<file path="config.mk">
export PLATFORM = sky130hd
export DESIGN_NAME = xgmii_udp_rx_filter
export DESIGN_NICKNAME = d
export VERILOG_FILES = /design/src/rtl/xgmii_udp_rx_filter.sv
export SDC_FILE = /design/constraint.sdc
export NUM_CORES = 1
export LEC_CHECK = 0
export CORE_MARGIN = 5
export CORE_UTILIZATION = 38
export CTS_CLUSTER_SIZE = 8
export DETAILED_ROUTE_END_ITERATION = 6
export PLACE_DENSITY_LB_ADDON = 0.12
export SLEW_MARGIN = 20
export SYNTH_ARGS = -nofsm -noshare
export SYNTH_HDL_FRONTEND = slang
export SYNTH_SLANG_ARGS = --single-unit
export TNS_END_PERCENT = 5
</file>
<file path="constraint.sdc">
create_clock -name xgmii_clk -period 5.88 [get_ports xgmii_clk]
set_clock_uncertainty 0.05 [all_clocks]
set_input_delay 0.882 -clock xgmii_clk [delete_from_list [all_inputs] [get_ports xgmii_clk]]
set_output_delay 0.882 -clock xgmii_clk [all_outputs]
set_load 0.005 [all_outputs]
</file>
<file path="src/rtl/xgmii_udp_rx_filter.sv">
// XGMII receive-side UDP filter: matches IPv4/UDP frames by MAC, IP, port and magic word,
// then streams the payload into the RX FIFO as tagged 72-bit words with packet/drop counters.
module xgmii_udp_rx_filter #(
   parameter logic [15:0] UDP_PORT          = 16'd3422,
   parameter logic [31:0] MAGIC             = 32'h4E554D41,
   parameter int          MAX_PAYLOAD_WORDS = 16,
   parameter bit          CHECK_DST         = 1'b1
) (
   input  logic        xgmii_clk,
   input  logic        sys_rst,
   input  logic [7:0]  xgmii_rxc,
   input  logic [63:0] xgmii_rxd,
   input  logic [31:0] if_v4addr,
   input  logic [47:0] if_macaddr,
   output logic [71:0] din,
   input  logic        full,
   output logic        wr_en,
   output logic [7:0]  led,
   output logic [31:0] rx_pkt_count,
   output logic [31:0] rx_drop_count
);

   localparam logic [7:0] MAX_W = 8'(MAX_PAYLOAD_WORDS);

   typedef enum logic [1:0] {IDLE, HDR, PAYLOAD, DROP} state_t;

   state_t      state;
   logic [2:0]  w;
   logic        hdr_ok;
   logic [7:0]  wcnt;
   logic        abort_pend;

   logic        vld_p0;
   logic [63:0] data_p0;
   logic [3:0]  cnt_p0;
   logic        eop_p0;

   logic        vld_p1;
   logic [63:0] data_p1;
   logic [3:0]  cnt_p1;
   logic        eop_p1;
   logic        trunc_p1;

   logic [3:0]  n_lanes;
   logic        field_ok;
   logic        hdr_pass;
   logic [7:0]  wcnt_nx;
   logic        last_word;
   logic        wr_cand;
   logic        wr_abort;
   logic        fail;
   logic        drop_inc;

   function automatic logic [7:0] lane(input logic [63:0] d, input int l);
      return d[8*l +: 8];
   endfunction

   always_comb begin
      n_lanes = 4'd8;
      for (int i = 7; i >= 0; i--) begin
         if (xgmii_rxc[i]) n_lanes = 4'(i);
      end
   end

   // Header fields arrive big-endian; lane 0 carries the lowest-numbered frame byte.
   always_comb begin
      field_ok = (xgmii_rxc == 8'h00);
      case (w)
         3'd1: if (CHECK_DST && {lane(xgmii_rxd, 0), lane(xgmii_rxd, 1), lane(xgmii_rxd, 2),
                                 lane(xgmii_rxd, 3), lane(xgmii_rxd, 4), lane(xgmii_rxd, 5)} != if_macaddr)
                  field_ok = 1'b0;
         3'd2: if ({lane(xgmii_rxd, 4), lane(xgmii_rxd, 5)} != 16'h0800) field_ok = 1'b0;
         3'd3: if (lane(xgmii_rxd, 7) != 8'h11) field_ok = 1'b0;
         3'd4: if (CHECK_DST && {lane(xgmii_rxd, 6), lane(xgmii_rxd, 7)} != if_v4addr[31:16])
                  field_ok = 1'b0;
         3'd5: if ((CHECK_DST && {lane(xgmii_rxd, 0), lane(xgmii_rxd, 1)} != if_v4addr[15:0]) ||
                   {lane(xgmii_rxd, 4), lane(xgmii_rxd, 5)} != UDP_PORT)
                  field_ok = 1'b0;
         3'd6: if ({lane(xgmii_rxd, 2), lane(xgmii_rxd, 3), lane(xgmii_rxd, 4), lane(xgmii_rxd, 5)} != MAGIC)
                  field_ok = 1'b0;
         default: ;
      endcase
   end

   assign hdr_pass  = hdr_ok && field_ok;
   assign wcnt_nx   = wcnt + 8'd1;
   assign last_word = (wcnt_nx == MAX_W);

   // The output word is checked against full in the cycle it is presented, so a blocked
   // word is dropped rather than written; an abort marker owns the port until it goes out.
   assign wr_cand  = vld_p1 && !full && !abort_pend;
   assign wr_abort = abort_pend && !full;
   assign fail     = vld_p1 && full;
   assign drop_inc = fail || (state == HDR && w == 3'd6 && xgmii_rxc != 8'hff &&
                              hdr_pass && (full || abort_pend));
   assign wr_en    = wr_cand || wr_abort;
   assign din      = abort_pend ? {1'b1, 1'b1, 1'b0, 1'b0, 4'd0, 64'd0}
                                : {eop_p1, 1'b0, trunc_p1, 1'b0, cnt_p1, data_p1};

   always_ff @(posedge xgmii_clk) begin
      if (sys_rst) begin
         state         <= IDLE;
         w             <= 3'd0;
         hdr_ok        <= 1'b0;
         wcnt          <= 8'd0;
         abort_pend    <= 1'b0;
         vld_p0        <= 1'b0;
         data_p0       <= 64'd0;
         cnt_p0        <= 4'd0;
         eop_p0        <= 1'b0;
         vld_p1        <= 1'b0;
         data_p1       <= 64'd0;
         cnt_p1        <= 4'd0;
         eop_p1        <= 1'b0;
         trunc_p1      <= 1'b0;
         led           <= 8'd0;
         rx_pkt_count  <= 32'd0;
         rx_drop_count <= 32'd0;
      end else begin
         vld_p1 <= 1'b0;
         if (wr_abort) abort_pend <= 1'b0;
         if (wr_cand && eop_p1) rx_pkt_count <= rx_pkt_count + 32'd1;
         if (drop_inc) rx_drop_count <= rx_drop_count + 32'd1;

         // Terminate word of the previous frame still waiting in the hold stage.
         if (state != PAYLOAD && vld_p0) begin
            vld_p1   <= 1'b1;
            data_p1  <= data_p0;
            cnt_p1   <= cnt_p0;
            eop_p1   <= eop_p0;
            trunc_p1 <= 1'b0;
            vld_p0   <= 1'b0;
         end

         case (state)
            IDLE: begin
               if (xgmii_rxc != 8'hff) begin
                  state  <= HDR;
                  w      <= 3'd1;
                  hdr_ok <= 1'b1;
               end
            end
            HDR: begin
               if (xgmii_rxc == 8'hff) begin
                  state <= IDLE;
               end else begin
                  hdr_ok <= hdr_pass;
                  w      <= w + 3'd1;
                  if (w == 3'd6) begin
                     if (hdr_pass && !full && !abort_pend) begin
                        state <= PAYLOAD;
                        wcnt  <= 8'd0;
                     end else begin
                        state <= DROP;
                     end
                  end
               end
            end
            PAYLOAD: begin
               if (wcnt == 8'd0 && !vld_p0) led <= lane(xgmii_rxd, 0);
               if (xgmii_rxc == 8'h00) begin
                  data_p0 <= xgmii_rxd;
                  cnt_p0  <= 4'd8;
                  eop_p0  <= 1'b0;
                  vld_p0  <= 1'b1;
                  if (vld_p0) begin
                     vld_p1   <= 1'b1;
                     data_p1  <= data_p0;
                     cnt_p1   <= 4'd8;
                     eop_p1   <= last_word;
                     trunc_p1 <= last_word;
                     wcnt     <= wcnt_nx;
                     if (last_word) begin
                        state  <= DROP;
                        vld_p0 <= 1'b0;
                     end
                  end
               end else begin
                  state <= IDLE;
                  if (vld_p0) begin
                     vld_p1   <= 1'b1;
                     data_p1  <= data_p0;
                     cnt_p1   <= 4'd8;
                     eop_p1   <= last_word || n_lanes == 4'd0;
                     trunc_p1 <= last_word;
                     if (!last_word && n_lanes != 4'd0) begin
                        data_p0 <= xgmii_rxd;
                        cnt_p0  <= n_lanes;
                        eop_p0  <= 1'b1;
                     end else begin
                        vld_p0 <= 1'b0;
                     end
                  end else if (n_lanes != 4'd0) begin
                     vld_p1   <= 1'b1;
                     data_p1  <= xgmii_rxd;
                     cnt_p1   <= n_lanes;
                     eop_p1   <= 1'b1;
                     trunc_p1 <= 1'b0;
                  end
               end
            end
            DROP: begin
               if (xgmii_rxc == 8'hff) state <= IDLE;
            end
            default: state <= IDLE;
         endcase

         // A blocked mid-frame word kills the rest of that frame, including any queued terminate word.
         if (fail) begin
            abort_pend <= 1'b1;
            if (!eop_p1) begin
               vld_p1 <= 1'b0;
               vld_p0 <= 1'b0;
               if (state == PAYLOAD && xgmii_rxc == 8'h00) state <= DROP;
            end
         end
      end
   end

endmodule
</file>
## After elaboration in Yosys (flattened, before gate mapping)

Index checks and enable logic that the tools add are counted.

| operators by class | value |
|---|---|
| add/subtract/negate cells | 4 |
| eq/ne operators | 26 |
| mux-type cells | 92 |
| reductions and logical operators | 39 |

Operators with widths:

| kind | count |
|---|---|
| 64-bit 2-to-1 mux | 9 |
| 72-bit 2-to-1 mux | 1 |
| 4-bit 2-to-1 mux | 17 |
| 32-bit by 1-bit adder with 32-bit output (second input constant) | 2 |
| 48-bit inequality test | 1 |
| 1-bit 2-to-1 mux | 43 |
| 8-bit 2-to-1 mux | 5 |
| 16-bit by 12-bit inequality test with 1-bit output (second input constant) | 2 |
| 16-bit inequality test | 2 |
| 32-bit by 31-bit inequality test with 1-bit output (second input constant) | 1 |
| 2-bit 2-to-1 mux | 10 |
| 1-bit logical AND | 16 |
| 8-bit logical NOT | 2 |
| 8-bit case mux with 2 select lines | 1 |
| 2-bit inequality test (second input constant) | 5 |
| 2-bit nonzero test | 5 |
| 3-bit == test (second input constant) | 3 |
| 8-bit by 1-bit adder with 8-bit output (second input constant) | 1 |
| 8-bit by 5-bit == test with 1-bit output (second input constant) | 1 |
| 8-bit == test (second input constant) | 1 |
| 8-bit by 5-bit inequality test with 1-bit output (second input constant) | 1 |
| 8-bit inequality test (second input constant) | 1 |
| 2-bit case mux with 4 select lines | 1 |
| 3-bit by 2-bit == test with 1-bit output (second input constant) | 2 |
| 17 further kinds | 28 |

| storage, ports and cells | value |
|---|---|
| bits in registers | 228 |
| bits of input ports | 155 |
| output and inout bits | 145 |
| word-level logic and storage cells | 178 |

## Logic depth before layout (Yosys ltp)

Gate-level depths: netlist of the first run.

| logic depth | value |
|---|---|
| word-level depth | 16 |
| depth in mapped cells | 14 |
| gate-level depth less buffers | 10 |

## Worst setup path after synthesis of the first run

OpenSTA, ideal clock, no wires.

| path | value |
|---|---|
| path kind | input -> register |
| start | input xgmii_rxd[29] |
| end | register rx_drop_count[19] |
| library setup time | 0.123 ns |
| arrival time | 3.065 ns |
| required time | 5.707 ns |
| path slack | 2.642 ns |
| stages | 10 |
| path buffers | 2 |
| path through | and4bb_1 > nand4_1 > or4_1 > a211oi_1 > or4_1 > buf_6 > a31oi_4 > buf_2 > nor4_1 > mux2_1 |

| on the way | value |
|---|---|
| cells in the longest elaborated chain, start to end | 7 |
| elaborated cells on any way between the ends | 9 |
| those cells by class | 2 x eq/ne; 3 x mux; 4 x reduce/logical |

Ends and longest elaborated chain:

| element | line | source |
|---|---|---|
| start: declaration | 12 | `input logic [63:0] xgmii_rxd,` |
| 48-bit inequality test or 32-bit by 31-bit inequality test with 1-bit output (tied branches) | 70, 79 |  |
| 1-bit 2-to-1 mux (on tied branches) | 69, 79 |  |
| 1-bit case mux with 6 select lines * | 68 | `case (w)` |
| 1-bit logical AND * | 85 | `assign hdr_pass = hdr_ok && field_ok;` |
| 1-bit logical AND * | 94 | `assign drop_inc = fail \|\| (state == HDR && w == 3'd6 && xgmii_rxc != 8'hff &&` |
| 1-bit logical AND * | 95 | `hdr_pass && (full \|\| abort_pend));` |
| 1-bit logical OR * | 94 |  |
| end signal: assignment | 123 | `if (drop_inc) rx_drop_count <= rx_drop_count + 32'd1;` |
| end: declaration | 20 | `output logic [31:0] rx_drop_count` |

Mark *: on every way between the ends. The rest lies on a longest branch, timed or not.
A chain may end at the register's enable or synchronous reset.

## Worst setup path after layout of the first run

| path | value |
|---|---|
| start | input xgmii_rxd[35] |
| end | register rx_drop_count[25] |

| on the way | value |
|---|---|
| cells in the longest elaborated chain, start to end | 8 |
| elaborated cells on any way between the ends | 14 |
| those cells by class | 4 x eq/ne; 5 x mux; 5 x reduce/logical |

Ends and longest elaborated chain:

| element | line | source |
|---|---|---|
| 16-bit by 12-bit inequality test with 1-bit output | 77 | `{lane(xgmii_rxd, 4), lane(xgmii_rxd, 5)} != UDP_PORT)` |
| 1-bit logical OR | 76 | `3'd5: if ((CHECK_DST && {lane(xgmii_rxd, 0), lane(xgmii_rxd, 1)} != if_v4addr[15:0]) \|\|` |
| 1-bit 2-to-1 mux | 76 |  |
| 1-bit case mux with 6 select lines * | 68 |  |
| 1-bit logical AND * | 85 |  |
| 1-bit logical AND * | 94 |  |
| 1-bit logical AND * | 95 |  |
| 1-bit logical OR * | 94 |  |

Marked as above.

==> results.rst, run 1 <==
.. list-table::
   :header-rows: 1

   * - Metric
     - Value
   * - Result of the run
     - finished, final reports clean
   * - Clock sink total
     - ~230
   * - Power consumption
     - around 3.6 mW
   * - Placer's final routability congestion estimate
     - between 0.8 and 0.9
   * - Setup Crit Path Kind
     - input port to register
   * - Largest area contributor in the synthesized netlist
     - sky130_fd_sc_hd__dfxtp_1
   * - Number of top-level design ports
     - 300
   * - Internal portion of total power
     - 2.80 mW
   * - Core region area
     - 29800 µm²
   * - Number of buffers added by the clock tree synthesis step
     - 34
   * - Cell type of the slowest stage on the worst timing path
     - sky130_fd_sc_hd__clkdlybuf4s50_1
   * - Power share of the sequential group
     - ~43%
   * - # Max-Cap Violations
     - 0
   * - Capturing element type of the critical path
     - register
   * - Main flop type after synthesis
     - sky130_fd_sc_hd__dfxtp_1
   * - Area of the multi-input gates
     - roughly 6500 µm²
   * - Number of iterations in the first detailed-routing pass
     - 5
   * - Clk Latency, worst-skew pair
     - between 0.4 and 0.5 ns
   * - Buffers from clock root to sink, at most
     - 3
   * - Worst Hold Depth
     - 2
   * - Layout cells sized above 1
     - around 4.6%
   * - Critical Path RT
     - 6.20 ns
   * - Post-detailed-route DRC marker count
     - 0
   * - Area contributors post-synth
     - sky130_fd_sc_hd__dfxtp_1 40%, sky130_fd_sc_hd__a21oi_1 10%, sky130_fd_sc_hd__nand2_1 9.4%
   * - Count of unique library cells instantiated by Yosys
     - 62
   * - Async set-or-reset flop fraction in the synthesized netlist
     - 0%
   * - Area share of the largest cell type after synthesis
     - around 40%
   * - Fraction of the cycle the final worst path needs
     - 71.9%
   * - Top cell family by delay on the critical path
     - simple AND/OR/NAND/NOR gates
   * - Share of power burned in the clock network
     - between 40% and 50%
   * - R2r worst-path depth
     - 10
   * - Number of fill cells in the layout
     - roughly 2900
   * - Share of the yosys chip area belonging to registers
     - 39.7%
   * - Hold WC Path Type
     - register to register
   * - DR WL/cell
     - approximately 18 µm
   * - Seq. cell area
     - 4570 µm²
   * - Post-synth EDFFs
     - 0
   * - Post CTS Setup Buffer Count
     - 0
   * - Count of state elements after synthesis
     - approximately 230
   * - Most frequent cells after synthesis
     - 289 x sky130_fd_sc_hd__nand2_1, 238 x sky130_fd_sc_hd__a21oi_1, 228 x sky130_fd_sc_hd__dfxtp_1
   * - Pin count of the biggest net entering global routing
     - 131
   * - Cell seen most often among critical-path stages
     - sky130_fd_sc_hd__or4_1
   * - Chip height
     - between 150 and 200 µm
   * - First-pass GRT wire length
     - between 50 and 60 mm
   * - RSZ-0062 raised after global routing
     - false
   * - Clock transition at path regs
     - roughly 0.050 ns
   * - Total count of hold-check failures in the final report
     - 0
   * - Reg2Reg Setup Slack
     - around 2.0 ns
   * - CTS Hold Bufs
     - 0
   * - Worst flop-to-flop path startpoint
     - w[2]
   * - Iteration-0 DRC Markers
     - 794
   * - Pwr per Cell Area
     - between 200 and 250 nW/µm²
   * - Highest achievable clock rate
     - between 200 and 250 MHz
   * - Global-route congestion overflow total
     - 0
   * - Die Outline Area
     - 33900 µm²
   * - Net switching power figure
     - just under 800 µW
   * - Summed negative setup slack over all endpoints
     - 0 ns
   * - End point of the most critical hold path
     - data_p0[54]
   * - Initial core utilization
     - approximately two fifths
   * - Mapped Nets
     - roughly 1700
   * - Lkg Pwr
     - 5.50 nW
   * - Worst path bufs/invs
     - 2
   * - Input/output buffers
     - around 300
   * - Signed area change from the synthesized netlist to the final layout
     - 36.4%
   * - # setup viols final
     - 0
   * - Largest voltage drop on the vdd net
     - roughly 0.18 mV
   * - Type of element launching the critical path
     - input port
   * - Half-perimeter wire length after detailed placement
     - between 20 and 30 mm
   * - Number of nets with antenna violations after routing
     - 0
   * - Reg-to-reg endpoint
     - rx_drop_count[25]
   * - Max Slew Vio Count
     - 0
   * - Via/cell ratio
     - between 5 and 6
   * - Synth Cell Area
     - ~12000 µm²
   * - Min Tclk post-route
     - around 4.2 ns
   * - Initial antenna violation count
     - 0
   * - Die W
     - ~180 µm
   * - Critical Path Max Stage Delay
     - approximately 0.7 ns
   * - FP Rows
     - 63
   * - Ordered cell list for the critical path
     - clkdlybuf4s50_1, nor3b_2, nand4_1, or4_1, a211oi_1, or4_1, a31oi_4, buf_16, nor4_1, mux2_1
   * - # resized after CTS
     - 0
   * - Final routed wirelength across all metal layers
     - ~38 mm
   * - Antenna Diode Count
     - 0
   * - Total vias in the final route
     - between 10000 and 15000
   * - Library cell used as clock root buffer
     - sky130_fd_sc_hd__clkbuf_16
   * - Library cell with the highest instance count after synthesis
     - sky130_fd_sc_hd__nand2_1
   * - Tightest Pin Transition
     - 1.05 ns
   * - Vias in the first global route
     - 10800
   * - Maximum fanout encountered on the critical timing path
     - 34
   * - Min-delay src
     - data_p0[54]
   * - Crit path arrival time
     - between 4 and 5 ns
   * - TritonCTS clock tree
     - yes
   * - Total routing usage reported by global routing
     - between 20% and 30%
   * - Number of warnings printed during yosys synthesis
     - 0
   * - Worst slew slack as a fraction of its limit
     - a little under a third
   * - Gate power share
     - 7.2%
   * - Post-synthesis area per instance
     - 7.55 µm²
   * - Net switching fraction of the power
     - 21.9%
   * - Nets
     - a little under 2000
   * - H-Tree Depth
     - 2
   * - Gate count of the mapped netlist
     - 1524
[cell usage in the layout (no fill, tap or decap), drive strengths merged, types with 16 or more instances in the layout]
cell type / instances
dfxtp: 228
o31ai: 16
inv: 19
nand4: 31
o21ai: 18
clkdlybuf4s50: 297
xor2: 80
nor2b: 90
clkbuf: 39
or4: 20
nor2: 164
nand3: 40
nand2: 289
xnor2: 22
nor4: 30
a21oi: 239
nor3: 20
[per-stage QoR]
stage               setup WS (ns)  util [%]  cells  hold WS [ns]  area (µm²)
finish                       1.65      52.7   2163         0.402       15700
CTS                          1.61      52.6   2162         0.404       15700
global route                 1.53      52.7   2163         0.416       15700
global placement             1.22      49.4   2123         0.392       14700
floorplan                    2.64         -   1524         0.387       11500
detailed placement           1.15      49.4   2123         0.397       14700
[worst reg2reg max path: cells and delay by family, from the launching register on]
kind,cells,cell delay [ns]
AO/OA/AOI/OAI,3,1.20
flip-flops,1,0.52
multiplexers,1,0.37
AND/OR/NAND/NOR,4,1.08
adder cells (fa/ha/maj),1,0.29
buffers and inverters,1,0.22
[cells by family after synthesis]
kind of cell | share of synthesized area, %
compound gates | 14.2
xor+xnor | 7.76
fa+ha+maj | 0.979
buf+inv | 4.16
flops | 39.7
mux | 2.24
other cells | 0.0326
simple gates | 30.9
[layout make-up]
class	instances	share of cell area, %
multi-input cells	1177	41.4
flip-flops and latches	228	29.1
repair buffers	310	19.9
clock buffers	39	6.08
well taps	390	3.11
inverters	19	0.455
[how the worst max path moves through the flow]
stage | from | endpoint | cells after the start
6_report | xgmii_rxd[35] | rx_drop_count[25] | 10
5_1_grt | xgmii_rxd[35] | rx_drop_count[16] | 10
3_3_place_gp | xgmii_rxd[35] | rx_drop_count[19] | 9
2_1_floorplan | xgmii_rxd[29] | rx_drop_count[19] | 10
4_1_cts | xgmii_rxd[35] | rx_drop_count[25] | 9
3_5_place_dp | xgmii_rxd[35] | rx_drop_count[25] | 9
[power by group through the flow]
| stage | Sequential [mW] | Clock [mW] | Combinational, mW |
|---|---|---|---|
| 2_1_floorplan | 1.58 | 0 | 0.0912 |
| 3_3_place_gp | 1.58 | 0 | 0.254 |
| 3_5_place_dp | 1.58 | 0 | 0.255 |
| 4_1_cts | 1.55 | 1.83 | 0.257 |
| 5_1_grt | 1.55 | 1.90 | 0.278 |
| 6_report | 1.55 | 1.78 | 0.259 |
[routing by layer]
metal	vias up	wire, µm	GRT usage, %	part of all wire (%)
met5	-	0	0	0
li1	5663	-	-	-
met2	336	17600	34.5	46
met1	5307	16900	29.4	45
met4	0	1080	6.83	2.8
met3	67	2350	4.04	6.2
No activity file was read; power rests on OpenSTA's default activity.
==> run 2: changes to the inputs <==
clock period = 3.4 ns   (was 5.88 ns; I/O delays follow)
==> run 2 against run 1 <==
Clock power is 70% higher. First-iteration DRC count down 20%. Largest power group unchanged. Critical path type unchanged. Wire length is 0.32% lower. Utilization rose by 3.0 points. Worst hold slack about the same. Sequential share of layout area decreased by 1.5 points. Count of clock-buffer cells in the layout unchanged. Setup slack worse by 1.5 ns.
==> results.rst, run 2 (synthesis gave the netlist of run 1 again) <==
.. list-table::
   :header-rows: 1

   * - Metric
     - Value
   * - Core region area
     - approximately 30000 µm²
   * - Maximum fanout encountered on the critical timing path
     - 45
   * - Antenna Diode Count
     - 0
   * - Half-perimeter wire length after detailed placement
     - 26.8 mm
   * - Number of iterations in the first detailed-routing pass
     - 7
   * - Layout cells sized above 1
     - 9.94%
   * - Reg-to-reg endpoint
     - rx_drop_count[29]
   * - Number of fill cells in the layout
     - about 2800
   * - Result of the run
     - finished, final reports clean
   * - Max Slew Vio Count
     - 0
   * - Iteration-0 DRC Markers
     - around 640
   * - First-pass GRT wire length
     - 59.7 mm
   * - Worst Hold Depth
     - 2
   * - Capturing element type of the critical path
     - register
   * - Final routed wirelength across all metal layers
     - approximately 38 mm
   * - Ordered cell list for the critical path
     - clkdlybuf4s50_1, nor3_1, nand4_1, or4_1, a211oi_1, or4_4, buf_12, a31oi_4, buf_12, nor4_1, mux2_1
   * - FP Rows
     - between 60 and 70
   * - Min Tclk post-route
     - 3.25 ns
   * - Reg2Reg Setup Slack
     - 0.18 ns
   * - Die W
     - approximately 180 µm
   * - R2r worst-path depth
     - 12
   * - DR WL/cell
     - about 17 µm
   * - H-Tree Depth
     - 2
   * - Die Outline Area
     - 33900 µm²
   * - Lkg Pwr
     - 6.02 nW
   * - Post-detailed-route DRC marker count
     - 0
   * - Worst slew slack as a fraction of its limit
     - between 30 and 40%
   * - Crit path arrival time
     - about 3.6 ns
   * - Signed area change from the synthesized netlist to the final layout
     - 44.0%
   * - Hold WC Path Type
     - register to register
   * - Placer's final routability congestion estimate
     - approximately 0.85
   * - End point of the most critical hold path
     - data_p0[34]
   * - Worst path depth
     - 11
   * - TritonCTS clock tree
     - yes
   * - Initial antenna violation count
     - 0
   * - Tightest Pin Transition
     - 0.994 ns
   * - CTS Hold Bufs
     - 0
   * - Initial core utilization
     - approximately two fifths
   * - Clk Latency, worst-skew pair
     - a little under 0.5 ns
   * - Worst Hold Margin
     - about 0.40 ns
   * - Cell seen most often among critical-path stages
     - sky130_fd_sc_hd__buf_12
   * - Input/output buffers
     - 298
   * - Critical Path Max Stage Delay
     - 0.54 ns
   * - Vias in the first global route
     - roughly 11000
   * - Total vias in the final route
     - roughly 12000
   * - Total count of hold-check failures in the final report
     - 0
   * - Chip height
     - ~180 µm
   * - Number of top-level design ports
     - 300
   * - Summed negative setup slack over all endpoints
     - 0 ns
   * - Worst path bufs/invs
     - 3
   * - Most used cells in the layout excluding fill and tap cells
     - 297 x sky130_fd_sc_hd__clkdlybuf4s50_1, 289 x sky130_fd_sc_hd__nand2_1, 238 x sky130_fd_sc_hd__a21oi_1, 226 x sky130_fd_sc_hd__dfxtp_1, 163 x sky130_fd_sc_hd__nor2_1
   * - Type of element launching the critical path
     - input port
   * - Buffers from clock root to sink, at most
     - 3
   * - # setup viols final
     - 0
   * - Fraction of the cycle the final worst path needs
     - between 90% and 100%
   * - Pin count of the biggest net entering global routing
     - between 90 and 100
   * - Library cell used as clock root buffer
     - sky130_fd_sc_hd__clkbuf_16
   * - Post CTS Setup Buffer Count
     - 0
   * - Cell type of the slowest stage on the worst timing path
     - sky130_fd_sc_hd__or4_1
   * - Highest achievable clock rate
     - between 300 and 400 MHz
   * - Via/cell ratio
     - between 5 and 6
   * - Number of buffers added by the clock tree synthesis step
     - 34
   * - Most common cell after layout, fill and taps aside
     - sky130_fd_sc_hd__clkdlybuf4s50_1
   * - Top cell family by delay on the critical path
     - simple AND/OR/NAND/NOR gates
   * - Final design utilization
     - between 50% and 60%
   * - Number of nets with antenna violations after routing
     - 0
   * - Clock sink total
     - 228
   * - Largest voltage drop on the vdd net
     - between 0.2 and 0.3 mV
   * - Total routing usage reported by global routing
     - ~21%
   * - Pwr per Cell Area
     - between 300 and 400 nW/µm²
   * - Worst flop-to-flop path startpoint
     - w[0]
   * - Min-delay src
     - data_p0[34]
   * - Critical Path RT
     - 3.72 ns
   * - Setup Crit Path Kind
     - input port to register
   * - Nets
     - roughly 2000
   * - Global-route congestion overflow total
     - 0
   * - Clock transition at path regs
     - around 0.050 ns
   * - # Max-Cap Violations
     - 0
## run 2: cell types whose count changed in the layout (fill, tap and decap cells not counted), moves of 2 or more
cell and change:
sky130_fd_sc_hd__nor4_1 -5, sky130_fd_sc_hd__buf_4 +89, sky130_fd_sc_hd__clkbuf_1 +2, sky130_fd_sc_hd__buf_12 +10, sky130_fd_sc_hd__nor4_2 +5, sky130_fd_sc_hd__clkbuf_8 -2
## run 2: per-layer routing
layer | global-route usage, % | vias to the layer above | routed length (µm) | part of all wire (%)
li1 | - | 5871 | - | -
met1 | 28.6 | 5417 | 16900 | 45
met2 | 36.2 | 299 | 18200 | 48
met3 | 3.82 | 38 | 2080 | 5.5
met4 | 5.24 | 0 | 714 | 1.9
met5 | 0 | - | 0 | 0
## run 2: worst max path at each step
stage | from | endpoint
6_report | xgmii_rxd[36] | rx_drop_count[29]
5_1_grt | w[0] | rx_drop_count[6]
4_1_cts | w[0] | rx_drop_count[6]
3_5_place_dp | xgmii_rxd[58] | rx_drop_count[6]
3_3_place_gp | xgmii_rxd[48] | rx_drop_count[6]
2_1_floorplan | xgmii_rxd[29] | rx_drop_count[19]
## run 2: what timing repair did
action                                 in CTS  in global routing
setup endpoints to repair                   7                 21
endpoints found under the hold margin       0                  0
resized for setup                           1                  8
## run 2: per-stage QoR
stage / std cells / total power [mW] / area [µm²] / setup slack [ns]
2_1_floorplan: 1524 / 2.89 / 11500 / 0.534
3_5_place_dp: 2222 / 3.26 / 15600 / -0.469
5_1_grt: 2262 / 6.49 / 16600 / -0.0195
3_3_place_gp: 2222 / 3.26 / 15600 / -0.417
6_report: 2262 / 6.25 / 16600 / 0.153
4_1_cts: 2262 / 6.34 / 16500 / 0.00945
## run 2: worst register-to-register path, delay by kind of cell (launching register included)
kind | cells | cell delay (ns)
buffers and inverters | 2 | 0.32
AO/OA/AOI/OAI | 3 | 0.44
multiplexers | 1 | 0.36
adder cells (fa/ha/maj) | 2 | 0.39
AND/OR/NAND/NOR | 4 | 1.21
flip-flops | 1 | 0.34
## run 2: final cells by class
cell class	count	area (µm²)	area share [%]
multi-input cells	1177	6540	39.5
flip-flops and latches	228	4570	27.6
repair buffers	408	3960	23.9
clock buffers	39	933	5.63
well taps	390	488	2.94
inverters	19	71.3	0.430
clock inverters	1	5.00	0.0302
## run 2: power by group
| group | leakage [nW] | internal (mW) | switching (mW) | total [mW] |
|---|---|---|---|---|
| clock network | 0.462 | 1.90 | 1.13 | 3.03 |
| registers | 1.84 | 2.68 | 0.00436 | 2.68 |
| logic | 3.72 | 0.295 | 0.236 | 0.531 |
